--- src/rtl/theta_pkg.sv ---
// Shared types and constants for the theta tracker slice.
package theta_pkg;

  // Tracker FSM: wait for the first index, measure one full revolution,
  // wait for the first slice length, then follow the rotor.
  typedef enum logic [1:0] {
    IDLE  = 2'd0,
    ARM   = 2'd1,
    DIV   = 2'd2,
    TRACK = 2'd3
  } theta_state_t;

  // Flops between the raw hall input and the edge detector.
  localparam int SYNC_STAGES = 2;

endpackage

--- src/rtl/seq_divider.sv ---
// Restoring unsigned divider producing one quotient bit per clock.
// A start loads the operands; done pulses W+1 cycles after start.
// start restarts an operation already in flight; abort drops it silently.
module seq_divider
  import theta_pkg::*;
#(
  parameter int W = 24
) (
  input  logic         clk_in,
  input  logic         rst_n_in,
  input  logic         start,
  input  logic         abort,
  input  logic [W-1:0] dividend,
  input  logic [W-1:0] divisor,
  output logic [W-1:0] quotient,
  output logic         done
);

  localparam int SW = $clog2(W + 1);
  localparam logic [SW-1:0] LAST_STEP = SW'(W - 1);

  logic          busy;
  logic [SW-1:0] step_cnt;
  logic [W-1:0]  rem;
  logic [W-1:0]  quo;
  logic [W:0]    shifted;
  logic [W-1:0]  diff;
  logic          fits;

  // The partial remainder always stays below the divisor, so after the
  // subtraction the low W bits hold the full result.
  assign shifted  = {rem, quo[W-1]};
  assign fits     = (shifted >= {1'b0, divisor});
  assign diff     = shifted[W-1:0] - divisor;
  assign quotient = quo;

  // Load on start, then shift in one quotient bit per cycle until done.
  always_ff @(posedge clk_in or negedge rst_n_in) begin
    if (!rst_n_in) begin
      busy     <= 1'b0;
      step_cnt <= '0;
      rem      <= '0;
      quo      <= '0;
      done     <= 1'b0;
    end else begin
      done <= 1'b0;
      if (abort) begin
        busy <= 1'b0;
      end else if (start) begin
        busy     <= 1'b1;
        step_cnt <= '0;
        rem      <= '0;
        quo      <= dividend;
      end else if (busy) begin
        rem      <= fits ? diff : shifted[W-1:0];
        quo      <= {quo[W-2:0], fits};
        step_cnt <= step_cnt + 1'b1;
        if (step_cnt == LAST_STEP) begin
          busy <= 1'b0;
          done <= 1'b1;
        end
      end
    end
  end

endmodule

--- src/rtl/theta_tracker.sv ---
// Turns the once-per-revolution hall index into an evenly stepped angular
// slice index. Each revolution is timed in clock cycles, divided by the
// number of slices, and theta advances once per resulting slice length.
module theta_tracker
  import theta_pkg::*;
#(
  parameter int ROTATIONAL_RES = 180,
  parameter int THETA_RES      = 8,
  parameter int PERIOD_W       = 24,
  parameter int LOCKOUT        = 1000
) (
  input  logic                 clk_in,
  input  logic                 rst_n_in,
  input  logic                 hall_in,
  output logic [THETA_RES-1:0] theta,
  output logic                 theta_strobe,
  output logic                 theta_valid,
  output logic [PERIOD_W-1:0]  period_out
);

  localparam logic [PERIOD_W-1:0]  PER_MAX   = '1;
  localparam logic [PERIOD_W-1:0]  PER_ONE   = PERIOD_W'(1);
  localparam logic [PERIOD_W-1:0]  RES_DIV   = PERIOD_W'(ROTATIONAL_RES);
  localparam logic [THETA_RES-1:0] THETA_MAX = THETA_RES'(ROTATIONAL_RES - 1);
  localparam int                   LOCK_W    = $clog2(LOCKOUT + 1);
  localparam logic [LOCK_W-1:0]    LOCK_LOAD = LOCK_W'(LOCKOUT);

  logic [SYNC_STAGES-1:0] hall_sync;
  logic                   hall_prev;
  logic                   hall_fall;
  logic                   idx;
  logic [LOCK_W-1:0]      lock_cnt;
  logic [PERIOD_W-1:0]    per_cnt;
  logic                   timeout;
  logic                   div_start;
  logic                   div_done;
  logic [PERIOD_W-1:0]    div_quot;
  logic [PERIOD_W-1:0]    slice_len;
  logic [PERIOD_W-1:0]    slice_cnt;
  theta_state_t           state;

  assign hall_fall   = hall_prev & ~hall_sync[SYNC_STAGES-1];
  assign timeout     = (state != IDLE) && (per_cnt == PER_MAX);
  assign theta_valid = (state == TRACK);

  // Synchronise the hall input and register the index pulse; the sensor
  // idles high, so the sync chain resets high to avoid a false edge.
  always_ff @(posedge clk_in or negedge rst_n_in) begin
    if (!rst_n_in) begin
      hall_sync <= '1;
      hall_prev <= 1'b1;
      idx       <= 1'b0;
    end else begin
      hall_sync <= {hall_sync[SYNC_STAGES-2:0], hall_in};
      hall_prev <= hall_sync[SYNC_STAGES-1];
      idx       <= hall_fall && (lock_cnt == '0);
    end
  end

  // Blank further edges for a while after each accepted index (sensor bounce).
  always_ff @(posedge clk_in or negedge rst_n_in) begin
    if (!rst_n_in) begin
      lock_cnt <= '0;
    end else if (idx) begin
      lock_cnt <= LOCK_LOAD;
    end else if (lock_cnt != '0) begin
      lock_cnt <= lock_cnt - 1'b1;
    end
  end

  // Time the revolution; the counter saturates so a stalled rotor reads as timeout.
  always_ff @(posedge clk_in or negedge rst_n_in) begin
    if (!rst_n_in) begin
      per_cnt    <= '0;
      period_out <= '0;
    end else if (idx) begin
      per_cnt    <= PER_ONE;
      period_out <= per_cnt;
    end else if (per_cnt != PER_MAX) begin
      per_cnt <= per_cnt + 1'b1;
    end
  end

  // Kick the divider the cycle after a meaningful period has been latched.
  always_ff @(posedge clk_in or negedge rst_n_in) begin
    if (!rst_n_in) begin
      div_start <= 1'b0;
    end else begin
      div_start <= idx && (state != IDLE) && !timeout;
    end
  end

  seq_divider #(
    .W(PERIOD_W)
  ) u_div (
    .clk_in   (clk_in),
    .rst_n_in (rst_n_in),
    .start    (div_start),
    .abort    (timeout),
    .dividend (period_out),
    .divisor  (RES_DIV),
    .quotient (div_quot),
    .done     (div_done)
  );

  // Tracker state and slice length; a zero quotient would stall theta, so clamp to 1.
  always_ff @(posedge clk_in or negedge rst_n_in) begin
    if (!rst_n_in) begin
      state     <= IDLE;
      slice_len <= PER_ONE;
    end else if (timeout) begin
      state     <= IDLE;
      slice_len <= PER_ONE;
    end else begin
      case (state)
        IDLE:    if (idx) state <= ARM;
        ARM:     if (idx) state <= DIV;
        DIV:     if (div_done) state <= TRACK;
        default: state <= TRACK;
      endcase
      if (div_done && (state != IDLE)) begin
        slice_len <= (div_quot == '0) ? PER_ONE : div_quot;
      end
    end
  end

  // Step theta once per slice; an index restarts the revolution and wins over a step.
  always_ff @(posedge clk_in or negedge rst_n_in) begin
    if (!rst_n_in) begin
      theta        <= '0;
      slice_cnt    <= '0;
      theta_strobe <= 1'b0;
    end else begin
      theta_strobe <= 1'b0;
      if (timeout) begin
        theta     <= '0;
        slice_cnt <= '0;
      end else if (state != IDLE) begin
        if (idx) begin
          theta        <= '0;
          slice_cnt    <= '0;
          theta_strobe <= 1'b1;
        end else if (slice_cnt >= slice_len - 1'b1) begin
          slice_cnt <= '0;
          if (theta != THETA_MAX) begin
            theta        <= theta + 1'b1;
            theta_strobe <= 1'b1;
          end
        end else begin
          slice_cnt <= slice_cnt + 1'b1;
        end
      end
    end
  end

endmodule

--- config.mk ---
export PLATFORM = sky130hd
export DESIGN_NAME = theta_tracker
export DESIGN_NICKNAME = d
export VERILOG_FILES = /design/src/rtl/theta_pkg.sv /design/src/rtl/seq_divider.sv /design/src/rtl/theta_tracker.sv
export SDC_FILE = /design/constraint.sdc
export NUM_CORES = 1
export LEC_CHECK = 0
export ABC_AREA = 1
export CORE_ASPECT_RATIO = 0.9
export CORE_MARGIN = 4
export CORE_UTILIZATION = 55
export DETAILED_ROUTE_END_ITERATION = 10
export GPL_TIMING_DRIVEN = 0
export PLACE_DENSITY = 0.73
export SYNTH_ARGS = -nofsm -noshare
export SYNTH_HDL_FRONTEND = slang
export SYNTH_SLANG_ARGS = --single-unit
--- constraint.sdc ---
create_clock -name clk_in -period 4.5 [get_ports clk_in]
set_input_delay 0.45 -clock clk_in [delete_from_list [all_inputs] [get_ports clk_in]]
set_output_delay 0.45 -clock clk_in [all_outputs]
set_load 0.02 [all_outputs]
# Yosys cells after proc, flatten, opt, wreduce, memory -nomap -nowiden
# Cells that the tools add are included.
[totals]
inputBits = 3
latch_bits = 0
mem_count = 0
reg_bits = 177
ramBits = 0
mem_bits_ro = 0
word_cells = 101
[op_classes]
bitwise_logic = 3
n_lt_le_gt_ge = 2
n_mul = 0
n_eq_ne = 10
n_reduce_logical = 21
n_addsub = 7
n_shift = 0
n_mux = 41
div_mod_pow = 0
[op_table]
columns = ["cell", "count"]
rows = [
  ["24-bit two-way mux", 14],
  ["24-bit by 1-bit adder with 24-bit output (second input constant)", 2],
  ["8-bit two-way mux", 5],
  ["25-bit by 8-bit >= comparator with 1-bit output (second input constant)", 1],
  ["24-bit == test (second input constant)", 1],
  ["24-bit >= comparator", 1],
  ["24-bit zero test", 1],
  ["24-bit inequality test (second input constant)", 1],
  ["24-bit by 1-bit subtractor with 24-bit output (second input constant)", 1],
  ["24-bit by 8-bit subtractor with 24-bit output (second input constant)", 1],
  ["10-bit two-way mux", 2],
  ["1-bit two-way mux", 13],
  ["2-bit nonzero test", 6],
  ["10-bit zero test", 1],
  ["5-bit two-way mux", 2],
  ["10-bit nonzero test", 1],
  ["10-bit by 1-bit subtractor with 10-bit output (second input constant)", 1],
  ["8-bit by 1-bit adder with 8-bit output (second input constant)", 1],
  ["2-bit two-way mux", 4],
  ["8-bit inequality test (second input constant)", 1],
  ["3-bit inequality test (second input constant)", 2],
  ["2-bit case mux with 3 select lines", 1],
  ["3-bit AND reduction", 2],
  ["3-bit nonzero test", 2],
  ["other kinds (11)", 17],
]

# Longest topological paths before layout
# Gate-level depths: netlist (run 1).
[depth]
depth_word = 6
mapped_depth = 21

# Modules after synthesis
# Synthesis (run 1) repeated with hierarchy kept, for this count alone.
[hier_totals]
cells_unflattened = 1639
area_unflattened_um2 = 11672.4
[by_module_without_submodules]
columns = ["mod", "seq_area_each_um2", "area_each_um2", "instances", "cells_per_inst"]
rows = [
  ["theta_tracker", 3057.9, 7198.2, 1, 944],
  ["seq_divider", 1376.3, 4474.3, 1, 695],
]

# Worst setup path after synthesis (run 1)
# Ideal clock, no wire load.
[synth_path]
path_type = "reg-to-reg"
startpoint = "register slice_len[2]"
endpoint = "register slice_cnt[11]"
arrival_ns = 2.714
synth_period_minus_slack_ns = 2.788
stages_incl_launch_ff = 18
path_slack_ns = 1.712
t_required_ns = 4.426
n_path_buf = 1
path_cell_list = "dfrtp_1 nor2_1 nand2_1 nor3_1 nand3_1 nor2_1 nand3_1 xor2_1 ha_1 a21o_1 nor2_1 nand2_1 inv_1 nand2_1 nor2_2 nand2_4 buf_8 o21ai_2"
[synth_via]
elab_chain_len = 6
[synth_rtl]
columns = ["item", "line_no", "text"]
rows = [
  ["start, declared", "theta_tracker.sv:38", "logic [PERIOD_W-1:0] slice_len;"],
  ["start signal, assigned", "theta_tracker.sv:122", "slice_len <= (div_quot == '0) ? PER_ONE : div_quot;"],
  ["24-bit by 1-bit subtractor with 24-bit output", "theta_tracker.sv:143", "end else if (slice_cnt >= slice_len - 1'b1) begin"],
  ["24-bit >= comparator", "theta_tracker.sv:143", ""],
  ["24-bit two-way mux", "theta_tracker.sv:143", ""],
  ["24-bit two-way mux", "theta_tracker.sv:139", "if (idx) begin"],
  ["24-bit two-way mux", "theta_tracker.sv:138", "end else if (state != IDLE) begin"],
  ["24-bit two-way mux", "theta_tracker.sv:135", "if (timeout) begin"],
  ["end signal, assigned", "theta_tracker.sv:150", "slice_cnt <= slice_cnt + 1'b1;"],
  ["end, declared", "theta_tracker.sv:39", "logic [PERIOD_W-1:0] slice_cnt;"],
]
# No other way between the ends. The select of a mux whose other input is x is not followed.
# A chain may end at the register's enable or synchronous reset.

# Worst setup path in the final report (run 1)
[layout_path]
startpoint = "register slice_len[2]"
endpoint = "register slice_cnt[15]"
# The elaborated chain is that of the path after synthesis.

==> impl_metrics.tcl, run 1 <==
set metrics [dict create \
    clkLatencyLatePin_ns 0.45 \
    fin_cells 1697 \
    avgSynthCellArea_um2 7.60 \
    start_util 0.565 \
    max_stage_delay_ns 0.43 \
    dp_slack_ns 1.06 \
    setup_viol 0 \
    hp-class "primary input to async pin" \
    die_w_um 154 \
    yosysWarnings 0 \
    p_comb_frac 0.169 \
    nets 1474 \
    hpwl_mm 20.0 \
    drive_above_1_share 0.0868 \
    synth-seq-cells 177 \
    io_pins 37 \
    p_int_w 0.00270 \
    reg2reg_from "slice_len[2]" \
    clkPwrFrac 0.368 \
    areaGrowthSynthToFinish_pct 12.2 \
    cts_buffer_depth 2 \
    synth_ff_type "dfrtp_1" \
    ir_drop_mv 0.239 \
    p_sw_frac 0.325 \
    yosysUniqueCellTypes 53 \
    postLayoutCellArea_mm2 0.0118 \
    r2r.worst_path.cells 17 \
    die_y_um 139 \
    path_buf_inv 2 \
    cp_data_arrival_time_ns 3.80 \
    power.switching_w 0.00130 \
    postCtsSetupBuffers 0 \
    via_per_inst 5.46 \
    p_total_w 0.00399 \
    numCtsBuffers 17 \
    power_density_mw_per_mm2 339 \
    cp-end-kind "flop" \
    ctsResizeCount 0 \
    start_kind "flop" \
    track_usage 0.260 \
    drv_slew 0 \
    avgRoutedWirePerCell_um 15.7 \
    core_mm2 0.0186 \
    tightest_slew_ns 0.739 \
    dr_total_vias 9260 \
    antenna_found_initial 1 \
    diodes 0 \
    first_pass_iters 5 \
    syn-num-nets 1418 \
    portBuffers 36 \
    ys_seq_area_frac 0.422 \
    slew_headroom 0.508 \
    postCtsHoldBufs 0 \
    timing.fmax_ghz 0.292 \
    clk_pin_slew_ns 0.07 \
    netlist_instances 1383 \
    fin_crit_sh 0.761 \
    cap_violations 0 \
    hold_violations 0 \
    synth-edff-count 0 \
    final_common_cell "nand2_1" \
    worstPathMaxFanout 10 \
    seq_area_mm2 0.00443 \
    setup_slack_ns 1.08 \
    drc 0 \
    dr.first_iter.drc_count 732 \
    drtAntennaViolNets 0 \
    p_seq_frac 0.463 \
    p_leak_nw 6.10 \
    r2r_end "slice_cnt[15]" \
    cts_root_buf "clkbuf_16" \
    n_fill_cell 1680 \
    multi_input_area_mm2 0.00523 \
    cts.sinks 177 \
    htree_levels 4 \
    postPlaceCellArea_mm2 0.0112 \
    wirelength_mm 26.7 \
    dp.cells 1665 \
    rsz0062_at_grt "no" \
    synthArstFlopShare 1.00 \
    path_delay_family "simple AND/OR/NAND/NOR gates" \
    grt_first_pass_wirelength_mm 44.9 \
    dieArea_mm2 0.0214 \
    synth_area_mm2 0.0105 \
    utilization 0.634 \
    status "completed" \
    grt_overflow_total 0 \
    rrSetupSlack_ns 1.08 \
    path_class "flop to flop" \
    slowest_stage "nor2_2" \
    worstPathRequired_ns 4.87 \
    period_needed_ns 3.42 \
    tritoncts "built" \
    path_cells "nor2_1, nand2_1, nor3_1, nand3_1, nor2_1, nand3_1, xor2_1, ha_1, a21o_1, nor2_1, nand2_1, inv_1, nand2_1, nor2_2, nand2_4, buf_8, o21ai_2" \
    grt_max_degree 95 \
    finalClockSkew_ns 0.0146 \
    grt_pass1_vias 8767 \
    row_count 47 \
    final_cell_mix "397 x nand2_1, 173 x dfrtp_1, 167 x inv_1" \
    gp_congestion 0.945 \
]
cell usage after synthesis, types with 4 or more instances:
| cell | number | area (µm²) |
|---|---|---|
| nand2_2 | 5 | 31.3 |
| nand4_1 | 41 | 257 |
| o211ai_2 | 6 | 75.1 |
| inv_1 | 167 | 627 |
| nand3_1 | 78 | 390 |
| o21ai_1 | 23 | 115 |
| dfrtp_1 | 173 | 4330 |
| nor2_4 | 6 | 67.6 |
| nand2_1 | 397 | 1490 |
| xor2_1 | 34 | 298 |
| o21ai_2 | 10 | 87.6 |
| clkbuf_1 | 16 | 60.1 |
| o21ai_0 | 75 | 375 |
| o221ai_2 | 6 | 90.1 |
| a31oi_1 | 4 | 25.0 |
| nor3_1 | 22 | 110 |
| buf_6 | 4 | 45.0 |
| buf_2 | 12 | 60.1 |
| nor2_1 | 136 | 510 |
| dfstp_2 | 4 | 105 |
| nor2_2 | 6 | 37.5 |
| ha_1 | 32 | 400 |
| a21oi_1 | 41 | 205 |
| nand2_4 | 4 | 45.0 |
| xnor2_1 | 17 | 149 |
| nor4_1 | 6 | 37.5 |
| or2_2 | 13 | 81.3 |
| o22ai_1 | 7 | 43.8 |
state kept, by name, summed over array words and instances, names as in the netlist, 2 cells and up:
register / cells
theta: 8
period_out: 24
u_div.step_cnt: 5
slice_len: 24
hall_sync: 2
slice_cnt: 24
per_cnt: 24
u_div.quotient: 24
u_div.rem: 24
state: 2
lock_cnt: 10
layout make-up:
type                            count  share of cell area
Buffer                             35              0.0160
Clock buffer                       18              0.0373
Clock inverter                     14              0.0120
Inverter                          172              0.0554
Multi-Input combinational cell    999               0.444
Sequential cell                   177               0.376
Tap cell                          245              0.0260
Timing Repair Buffer               37              0.0333
per-stage QoR:
step | hold slack (ns) | setup TNS [ns]
after floorplan | 0.154 | 0
after global placement | 0.345 | -776.63
after detailed placement | 0.348 | 0
after CTS | 0.0577 | 0
after global routing | 0.0812 | 0
final | 0.0160 | 0
power groups by stage:
stage	Combinational [W]	Clock (W)	Sequential, W
finish	0.000675	0.00147	0.00185
global route	0.000771	0.00156	0.00187
CTS	0.000675	0.00149	0.00185
detailed placement	0.000674	0	0.00187
global placement	0.000654	0	0.00187
floorplan	0.000492	0	0.00184
how the worst max path moves through the flow:
| stage | startpoint | end | cells after the start |
|---|---|---|---|
| floorplan | slice_len[2] | slice_cnt[11] | 17 |
| global placement | rst_n_in | u_div.rem[5] | 1 |
| detailed placement | slice_len[2] | slice_cnt[10] | 17 |
| CTS | slice_len[2] | slice_cnt[15] | 17 |
| global route | slice_len[2] | slice_cnt[10] | 17 |
| finish | slice_len[2] | slice_cnt[15] | 17 |
cells by family (layout without fill, tap and decap cells):
| group | count (synthesis) | in the layout | synth area share |
|---|---|---|---|
| and+or+nand+nor | 729 | 729 | 0.307 |
| buffers and inverters | 207 | 276 | 0.0802 |
| AOI/OAI and AO/OA | 187 | 187 | 0.110 |
| DFF | 177 | 177 | 0.422 |
| xor gates and xnor gates | 51 | 51 | 0.0425 |
| adders and majority gates | 32 | 32 | 0.0381 |
per-layer routing:
metal | global-route usage | vias up | routed length [µm]
li1 | - | 4592 | -
met1 | 0.373 | 4311 | 12400
met2 | 0.392 | 287 | 11800
met3 | 0.0568 | 70 | 1840
met4 | 0.0888 | 0 | 727
met5 | 0 | - | 0
Note: power is estimated with default switching activity, not from simulation.
==> run 2: changes to the inputs <==
Clock period 4.5 ns to 3.35 ns, I/O delays scaled along.
==> run 2 against run 1 <==
Net effect:
- flip-flop and latch count did not move
- combinational power rose by 34%
- first-iteration DRC count fell by 2.2%
- critical endpoint unchanged
- largest cell class unchanged
- largest power group unchanged
==> impl_metrics.tcl, run 2 (synthesized netlist as in run 1, its figures left out) <==
set metrics [dict create \
    final_common_cell "nand2_1" \
    timing.fmax_ghz 0.328 \
    worstPathMaxFanout 10 \
    row_count 47 \
    fin_crit_sh 0.911 \
    drc 0 \
    power_density_mw_per_mm2 453 \
    worstPathRequired_ns 3.73 \
    finalClockSkew_ns 0.0153 \
    drv_slew 0 \
    grt_pass1_vias 8777 \
    areaGrowthSynthToFinish_pct 12.7 \
    ir_drop_mv 0.324 \
    via_per_inst 5.46 \
    setup_slack_ns 0.298 \
    final_cell_mix "397 x nand2_1, 173 x dfrtp_1, 167 x inv_1" \
    tightest_slew_ns 0.733 \
    numCtsBuffers 17 \
    grt_first_pass_wirelength_mm 45.0 \
    period_needed_ns 3.05 \
    dp.cells 1665 \
    dr_total_vias 9282 \
    portBuffers 36 \
    path_class "flop to flop" \
    htree_levels 4 \
    diodes 0 \
    hold_violations 0 \
    rrSetupSlack_ns 0.30 \
    drtAntennaViolNets 0 \
    drive_above_1_share 0.0922 \
    fin_cells 1699 \
    clkLatencyLatePin_ns 0.45 \
    cts.sinks 177 \
    tritoncts "built" \
    nets 1476 \
    rsz0062_at_grt "no" \
    gp_congestion 0.945 \
    wirelength_mm 26.8 \
    grt_max_degree 95 \
    grt_overflow_total 0 \
    cts_root_buf "clkbuf_16" \
    start_util 0.565 \
    start_kind "flop" \
    antenna_found_initial 1 \
    hpwl_mm 20.0 \
    status "completed" \
    clk_pin_slew_ns 0.08 \
    whs_ns 0.280 \
    cap_violations 0 \
    track_usage 0.260 \
    p_leak_nw 6.12 \
    core_mm2 0.0186 \
    slew_headroom 0.512 \
    p_total_w 0.00537 \
    die_y_um 139 \
    cts_buffer_depth 2 \
    setup_viol 0 \
    cp_data_arrival_time_ns 3.43 \
    finalSetupTns_ns 0 \
    cp-end-kind "flop" \
    first_pass_iters 5 \
    dp_slack_ns -0.0886 \
    dr.first_iter.drc_count 716 \
    dieArea_mm2 0.0214 \
    hp-class "primary input to flop" \
    avgRoutedWirePerCell_um 15.8 \
    io_pins 37 \
    die_w_um 154 \
]
-- run 2: critical path, stage by stage, from the launching register on --
cell     delay (ns)
dfrtp_1        0.42
nor2_1         0.15
nand2_1        0.14
nor3_2         0.22
nand3_2        0.16
nor2_4         0.14
nand3_1        0.10
xor2_1         0.20
ha_1           0.29
a21o_1         0.19
nor2_1         0.12
nand2_1        0.08
inv_1          0.05
nand2_1        0.09
nor2_4         0.22
nand2_4        0.11
buf_8          0.17
o21ai_2        0.10
-- run 2: repair_timing --
item | in CTS | in global routing
setup buffers | 0 | 1
pin swaps | 0 | 1
endpoints found under the setup margin | 13 | 33
endpoints found under the hold margin | 90 | 0
resized for setup | 1 | 8
hold buffers | 1 | 0
-- run 2: worst paths after layout --
check | start | end | cells after the start
worst max-delay path | slice_len[2] | slice_cnt[15] | 17
worst min-delay path | hall_in | hall_sync[0] | 1
worst max register to register | slice_len[2] | slice_cnt[15] | 17
worst min register to register | hall_sync[0] | hall_sync[1] | 0
max in group asynchronous | rst_n_in | slice_len[0] | 3
min in group asynchronous | rst_n_in | slice_cnt[6] | 2
-- run 2: where the power goes --
group / internal, W / switching (W)
sequential: 0.00231 / 0.000174
combinational: 0.000302 / 0.000603
clock: 0.00101 / 0.000969
total: 0.00362 / 0.00175
-- run 2: final cells by class --
class                   instances  area [µm²]
plain buffers                  35         189
clock buffers                  18         439
clock inverters                14         141
fillers                      1676        6750
inverters                     172         653
multi-input cells             999        5260
flip-flops and latches        177        4430
well taps                     245         307
repair buffers                 39         410
-- run 2: per-stage QoR --
step                 util  instance area, µm²
floorplan               -               10500
global placement    0.601               11200
detailed placement  0.603               11200
CTS                 0.635               11800
global route        0.637               11800
finish              0.637               11800
-- run 2: routing by layer --
layer	vias up	part of all wire	GRT usage
li1	4592	-	-
met2	296	0.44	0.393
met1	4331	0.46	0.373
met3	63	0.068	0.0565
met5	-	0	0
met4	0	0.026	0.0888
